**config.mk**
```make
export PLATFORM = sky130hd
export DESIGN_NAME = instr_fetch_unit
export DESIGN_NICKNAME = d
export VERILOG_FILES = /design/src/rtl/instr_fetch_unit.sv
export SDC_FILE = /design/constraint.sdc
export NUM_CORES = 1
export LEC_CHECK = 0
export CAP_MARGIN = 20
export CORE_MARGIN = 2
export CORE_UTILIZATION = 35
export DETAILED_ROUTE_END_ITERATION = 8
export PLACE_DENSITY = 0.55
export REMOVE_ABC_BUFFERS = 1
export SLEW_MARGIN = 20
export SYNTH_ARGS = -nofsm -noshare
export SYNTH_HDL_FRONTEND = slang
export SYNTH_SLANG_ARGS = --single-unit
```
**constraint.sdc**
```tcl
create_clock -name clk -period 2.4 [get_ports clk]
set_clock_uncertainty 0.2 [all_clocks]
set_input_delay 0.24 -clock clk [delete_from_list [all_inputs] [get_ports clk]]
set_output_delay 0.24 -clock clk [all_outputs]
set_load 0.005 [all_outputs]
```
**src/rtl/instr_fetch_unit.sv**
```systemverilog
// Instruction fetch unit: a DEPTH x DATA_W program store that is filled through a
// valid/ready load port and then serves registered opcodes addressed by the processor's
// program counter. Fetching HLT_OP freezes the output until the next load or reset.
module instr_fetch_unit #(
    parameter int unsigned         DEPTH  = 16,
    parameter int unsigned         ADDR_W = 4,
    parameter int unsigned         DATA_W = 8,
    parameter logic [DATA_W-1:0]   NOP_OP = 8'h00,
    parameter logic [DATA_W-1:0]   HLT_OP = 8'hFF
) (
    input  logic              clk,
    input  logic              reset,
    input  logic              load_start,
    input  logic [DATA_W-1:0] load_data,
    input  logic              load_valid,
    input  logic              load_last,
    output logic              load_ready,
    output logic              load_done,
    input  logic              run,
    input  logic [ADDR_W-1:0] program_counter,
    output logic [DATA_W-1:0] opcode,
    output logic              opcode_valid,
    output logic              halted,
    output logic [1:0]        state
);

    typedef enum logic [1:0] {
        StIdle = 2'b00,
        StLoad = 2'b01,
        StRun  = 2'b10,
        StHalt = 2'b11
    } state_e;

    localparam logic [ADDR_W-1:0] LastPtr = ADDR_W'(DEPTH - 1);

    state_e              state_q, state_d;
    logic [DATA_W-1:0]   mem_q [DEPTH];
    logic [DATA_W-1:0]   mem_d [DEPTH];
    logic [ADDR_W-1:0]   ptr_q, ptr_d;
    logic                load_ready_q, load_ready_d;
    logic                load_done_q, load_done_d;
    logic                halted_q, halted_d;
    logic [DATA_W-1:0]   opcode_q, opcode_d;
    logic                opcode_valid_q, opcode_valid_d;

    logic                xfer;
    logic                final_word;
    logic [DATA_W-1:0]   fetch_word;

    // Load handshake qualifiers and the store word at the current fetch address.
    always_comb begin
        xfer       = (state_q == StLoad) && load_valid && load_ready_q;
        final_word = xfer && (load_last || (ptr_q == LastPtr));
        fetch_word = mem_q[program_counter];
    end

    // State register.
    always_ff @(posedge clk or negedge reset) begin
        if (!reset) begin
            state_q <= StIdle;
        end else begin
            state_q <= state_d;
        end
    end

    // Next-state logic; load_start overrides every other transition.
    always_comb begin
        state_d = state_q;
        if (load_start) begin
            state_d = StLoad;
        end else begin
            unique case (state_q)
                StIdle: if (run && load_done_q) state_d = StRun;
                StLoad: if (final_word) state_d = StIdle;
                StRun:  if (fetch_word == HLT_OP) state_d = StHalt;
                StHalt: state_d = StHalt;
                default: state_d = StIdle;
            endcase
        end
    end

    // Next-state for the store, load pointer and registered outputs.
    always_comb begin
        mem_d          = mem_q;
        ptr_d          = ptr_q;
        load_ready_d   = load_ready_q;
        load_done_d    = load_done_q;
        halted_d       = halted_q;
        opcode_d       = opcode_q;
        opcode_valid_d = opcode_valid_q;
        if (load_start) begin
            for (int i = 0; i < DEPTH; i++) begin
                mem_d[i] = NOP_OP;
            end
            ptr_d          = '0;
            load_ready_d   = 1'b1;
            load_done_d    = 1'b0;
            halted_d       = 1'b0;
            opcode_d       = NOP_OP;
            opcode_valid_d = 1'b0;
        end else begin
            unique case (state_q)
                StLoad: begin
                    if (xfer) begin
                        mem_d[ptr_q] = load_data;
                        if (final_word) begin
                            // Pointer is left in place so it never wraps past the last word.
                            load_ready_d = 1'b0;
                            load_done_d  = 1'b1;
                        end else begin
                            ptr_d = ptr_q + ADDR_W'(1);
                        end
                    end
                end
                StRun: begin
                    opcode_d       = fetch_word;
                    opcode_valid_d = 1'b1;
                    if (fetch_word == HLT_OP) begin
                        halted_d = 1'b1;
                    end
                end
                default: ;
            endcase
        end
    end

    // Datapath registers; reset empties the store and discards any partial load.
    always_ff @(posedge clk or negedge reset) begin
        if (!reset) begin
            for (int i = 0; i < DEPTH; i++) begin
                mem_q[i] <= NOP_OP;
            end
            ptr_q          <= '0;
            load_ready_q   <= 1'b0;
            load_done_q    <= 1'b0;
            halted_q       <= 1'b0;
            opcode_q       <= NOP_OP;
            opcode_valid_q <= 1'b0;
        end else begin
            mem_q          <= mem_d;
            ptr_q          <= ptr_d;
            load_ready_q   <= load_ready_d;
            load_done_q    <= load_done_d;
            halted_q       <= halted_d;
            opcode_q       <= opcode_d;
            opcode_valid_q <= opcode_valid_d;
        end
    end

    // Outputs come straight from flops.
    always_comb begin
        state        = state_q;
        load_ready   = load_ready_q;
        load_done    = load_done_q;
        halted       = halted_q;
        opcode       = opcode_q;
        opcode_valid = opcode_valid_q;
    end

endmodule

```
# Word level (Yosys, flattened, before mapping)
# Cells that the tools add are included.
dict set report op_classes {
  add_sub_neg 1
  order_cmp 3
  n_eq_ne 9
  mux 33
  bitwise_logic 2
  n_reduce_logical 17
}
# op n
set ops {}
lappend ops {{two-way mux 128 bit} 3}
lappend ops {{bitwise mux 128 bit} 1}
lappend ops {{two-way mux 8 bit} 5}
lappend ops {{binary-select mux 8 bit (select 4 bit)} 1}
lappend ops {{demux 8 bit (select 4 bit)} 1}
lappend ops {{two-way mux 4 bit} 4}
lappend ops {{two-way mux 1 bit} 13}
lappend ops {{>= comparator 5 bit (second input constant)} 2}
lappend ops {{inverter 4 -> 5 bit} 2}
lappend ops {{nonzero test 2 bit} 5}
lappend ops {{inequality test 3 bit (second input constant)} 3}
lappend ops {{AND reduction 3 bit} 3}
lappend ops {{== test 8 bit (second input constant)} 1}
lappend ops {{two-way mux 2 bit} 4}
lappend ops {{case mux 2 bit (4 select lines)} 1}
lappend ops {{logical AND 1 bit} 5}
lappend ops {{< comparator 5 x 1 -> 1 bit (second input constant)} 1}
lappend ops {{adder 4 x 1 -> 4 bit (second input constant)} 1}
lappend ops {{== test 2 bit (second input constant)} 2}
lappend ops {{== test 4 bit (second input constant)} 1}
lappend ops {{AND reduction 2 bit} 2}
lappend ops {{== test 2 x 1 -> 1 bit (second input constant)} 1}
lappend ops {{zero test 2 bit} 1}
lappend ops {{inequality test 2 bit (second input constant)} 1}
lappend ops {{logical OR 1 bit} 1}
dict set report totals {
  regBits 146
  in_bits 18
  out_inout_bits 14
  elab_cells 88
}

# Depth between registers and ports, before layout
dict set report depth {
  ltp_word 9
  depth_mapped 7
  depth_no_buf 5
}

# Least setup slack after synthesis
# Ideal clock, no wire load.
dict set report synth_timing {
  path_kind {register to register}
  from {register ptr_q[0]}
  to {register state_q[0] (netlist: state[0])}
  setup_ps 127
  arrival_ps 1532
  required_time_ps 2073
  slack_ps 541
  stages_incl_launch_ff 7
  path_buffers 1
  synth_period_minus_slack_ps 1859
  cell_sequence {dfrtp_1 > ha_1 > clkbuf_1 > nand3_1 > a21boi_0 > a21oi_1 > o31ai_1}
}
dict set report synth_via {
  elab_chain_cells 5
}
# element line_no
set synth_rtl {}
lappend synth_rtl {{start, declared} 39} ;# logic [ADDR_W-1:0] ptr_q, ptr_d;
lappend synth_rtl {{start signal, assigned} 141} ;# ptr_q <= ptr_d;
lappend synth_rtl {{== test 4 bit} 53} ;# final_word = xfer && (load_last || (ptr_q == LastPtr));
lappend synth_rtl {{logical OR 1 bit} 53}
lappend synth_rtl {{logical AND 1 bit} 53}
lappend synth_rtl {{inequality test 3 bit (no line)} n/a}
lappend synth_rtl {{AND reduction 3 bit (no line)} n/a}
lappend synth_rtl {{end signal, assigned} 60} ;# state_q <= StIdle;
lappend synth_rtl {{end signal, assigned} 62} ;# state_q <= state_d;
lappend synth_rtl {{end, declared} 36} ;# state_e state_q, state_d;
# No other way between the ends.
# A chain may end at the register's enable or synchronous reset.

# Worst setup path after layout
dict set report layout_timing {
  from {register state_q[1] (netlist: state[1])}
  to {register mem_q[36] (netlist bit)}
}
dict set report layout_via {
  elab_chain_cells 5
  word_cells_on_any_way 6
  classes_between {eq/ne: 1; reduce/logical: 5}
}
# element line_no
set layout_rtl {}
lappend layout_rtl {{== test 2 x 1 -> 1 bit (*)} {52, 102}}
lappend layout_rtl {{logical AND 1 bit (2 in series)} 52} ;# xfer = (state_q == StLoad) && load_valid && load_ready_q;
lappend layout_rtl {{nonzero test 2 bit (no line)} n/a}
lappend layout_rtl {{AND reduction 2 bit (no line) (*)} n/a}
lappend layout_rtl {{end signal, assigned} 140} ;# mem_q <= mem_d;
lappend layout_rtl {{end, declared} 37} ;# logic [DATA_W-1:0] mem_q [DEPTH];
# Mark *: on every way between the ends. The rest lies on a longest branch, timed or not.

==> run summary <==
### Worst hold path
* load_start — worst hold path startpoint
* input pin to flip-flop — Worst Hold Class
* opcode_valid — Hold EP
* 2 — Hold Path Depth

### Timing
* no — RSZ-0062 raised after global routing
* 816.0 ps — transition at the pin with the smallest max-transition slack
* 471.9 MHz — Achievable Freq
* 0 ps — Fin Setup TNS
* 88.30% — final clock period utilization by the worst path
* 0 — Final setup viols
* 45.43% — Relative slew margins
* 0 — number of max-slew violations in the final report
* 0 — final hold violation count
* 97.52 ps — Min Hold Slack
* 2119 ps — post-layout minimum cycle time

### Clock network
* 146 — number of clock sinks
* 0 — Resized cells post-CTS
* 4 — H-Tree Depth
* 17 — total CTS buffers
* 0 — Post CTS Setup Buffer Count
* clkbuf_16 — cell at the root of the clock tree
* 1 — number of buffers inserted for hold repair after clock tree synthesis
* 60 ps — clk slew on worst S/H paths
* built — TritonCTS clock tree
* 2 — CTS Buffer Depth
* 430 ps — latest clock arrival within the worst-skew pair

### Synthesis
* 37 — synth unique cells
* 708 — gate count of the mapped netlist
* 0 — number of enable-type register cells in the synthesized netlist
* dfrtp_1 — Yosys top cell by area
* 50.48% — post-synth top area share
* 0.007238 mm² — area of the mapped netlist
* dfrtp_1, a21oi_1, nand2_1 — cells taking the most area after synthesis
* dfrtp_1 — Post-synth top flop
* 146 — flip-flop and latch count after synthesis
* dfrtp_1, nand2_1, a21oi_1, nand3_1, nor2_1 — most frequent cells after synthesis
* 10.22 µm² — average cell area after synthesis
* dfrtp_1 — cell with the most instances after synthesis
* 100.0% — FFs w/ async S/R, synth
* 50.48% — portion of the post-synthesis area used by sequential elements
* 0 — Ys Warns

### Worst setup path
* flip-flop — sort of element at the end of the critical path
* simple AND/OR/NAND/NOR gates — kind of cell with the highest combined delay on the critical path
* flip-flop to flip-flop — kind of critical path
* nand4b_2 > nor3b_4 > buf_12 > nand2_1 > nand2_1 > a21oi_1 — cells along the critical path
* 1 — buffering stage count on the worst path with inverters included
* 420 ps — peak per-stage delay on the critical path
* 28 — peak fanout along the critical path
* flip-flop — kind of start point of the critical path
* state[1] — critical register-to-register path startpoint
* mem_q[36] — endpoint of the worst-slack reg-to-reg timing path
* 2230 ps — worst path arrival time
* 280 ps — Register-to-Register Setup Slack
* dfrtp_1 — slowest stage cell on the critical path
* 2510 ps — Critical Path RT
* nand2_1 — most frequent cell on the critical path
* 6 — cell count of the worst reg-to-reg path

### Floorplan
* 52 — std cell rows
* 35.77% — effective utilization at floorplan
* 0.02023 mm² — Std-Cell Core Area
* 0.02185 mm² — Die Area
* 147.8 µm — chip height
* 147.8 µm — horizontal die dimension
* 32 — number of primary I/O pins

### Global route
* 68 — pin count of the biggest net entering global routing
* 0 — aggregate global routing overflow
* 5697 — number of global-route vias before repair
* 0 — initial antenna violation count
* 19.46% — combined global-route utilization of all metal layers
* 32.40 mm — wire length of the first global-routing pass

### Drt
* 490 — violation count after the first detailed-routing iteration
* 9.974 mm — met2 wire length
* 8.785 mm — Post-Route M1 WL
* 5658 — via count
* 1.265 mm — met3 routed WL
* 20.42 mm — final WL
* 5.547 — vias per inst
* 0 — count of unresolved DRC violations after routing
* met4 — top sig layer
* 20.02 µm — average wire per cell in the routed design
* 5 — router iterations before antenna repair
* 0 — DRT antenna net count

### Cells and area
* 13.60% — fraction of layout instances using a drive strength above 1
* 0.003654 mm² — flip-flop and latch area
* 0.003222 mm² — total area of multi-input combinational cells
* 1906 — number of inserted filler cells in the final layout
* 19.69% — area overhead of the layout relative to synthesis
* 0 — Antenna diodes
* 759 — final-stage net count
* 0.008663 mm² — summed area of non-filler cells in the final layout

### Power and ir drop
* 0.003605 µW — leakage
* 0.5147 mV — Max VDD drop
* 651.7 mW/mm² — P per Cell Area

### Placement
* 13.51 mm — DP Wirelength
* 0.008053 mm² — DP Area
* 0.8344 — routability-driven placement congestion ratio
* 31 — port bufs

### Status
* completed — run status

### Flow run
* 0 — Max Cap Viol

[layer usage]
metal  GRT usage [%]  vias up
li1                -     2549
met1           26.29     2865
met2           31.58      218
met3           4.321       26
met4           5.625        0
met5               0        -
[cell families after synthesis]
group                    after synthesis  synth area share, %
AO/OA/AOI/OAI                        127                9.629
flip-flops                           146                50.48
XOR/XNOR                               3               0.3631
adder cells (fa/ha/maj)                4               0.6915
buffers and inverters                 72                5.013
multiplexers                          67                15.73
AND/OR/NAND/NOR                      289                18.10
[where the power goes]
part           switching (µW)  internal [µW]
registers                17.5           2480
logic                     287            170
clock network            1020           1660
[layout by cell type (no fill, tap or decap), types with 4 or more instances in the layout]
cell,synthesis,routed
nand2_1,131,131
and2_1,7,7
mux4_2,14,14
a21oi_1,108,108
clkbuf_16,0,17
dfrtp_1,146,146
ha_1,4,4
mux4_1,18,18
nand3_1,97,97
inv_1,4,4
clkdlybuf4s50_1,0,28
clkinv_2,0,5
clkbuf_8,1,5
nor2_1,41,41
buf_4,7,33
a22oi_1,14,14
mux2i_1,35,35
buf_12,1,14
[flip-flops by register name, indices dropped and copies added (netlist names)]
register and cells:
ptr_q 4, state 2, load_ready 1, load_done 1
mem_q 128, opcode_valid 1, halted 1, opcode 8
[metrics by stage]
step                      total power (µW)  util [%]  setup slack (ps)  std cells
final                                 5646     42.81             280.8       1020
after detailed placement              3002     39.80            -27.86        987
after global placement                2994     39.80             67.35        987
after global routing                  5826     42.81             151.5       1020
after CTS                             5685     42.81             276.9       1020
after floorplan                       2676         -             59.97        640
[area by class of cell]
| cell class | instances | share of cell area, % |
|---|---|---|
| sequential | 146 | 42.17 |
| multi-input combinational | 490 | 37.19 |
| timing repair buffer | 78 | 9.633 |
| clock buffer | 23 | 5.748 |
| tap | 270 | 3.899 |
| clock inverter | 9 | 1.184 |
| inverter | 4 | 0.1733 |
[worst max-delay path by stage]
stage / start / endpoint / depth (start not counted) / slack [ps]
final: state[1] / mem_q[36] / 6 / 280
after global routing: state[1] / mem_q[34] / 6 / 150
after CTS: state[1] / mem_q[36] / 6 / 280
after detailed placement: program_counter[2] / halted / 8 / -30
after global placement: program_counter[2] / halted / 8 / 70
after floorplan: state[1] / mem_q[32] / 5 / 60
Note: power is estimated with default switching activity, not from simulation.
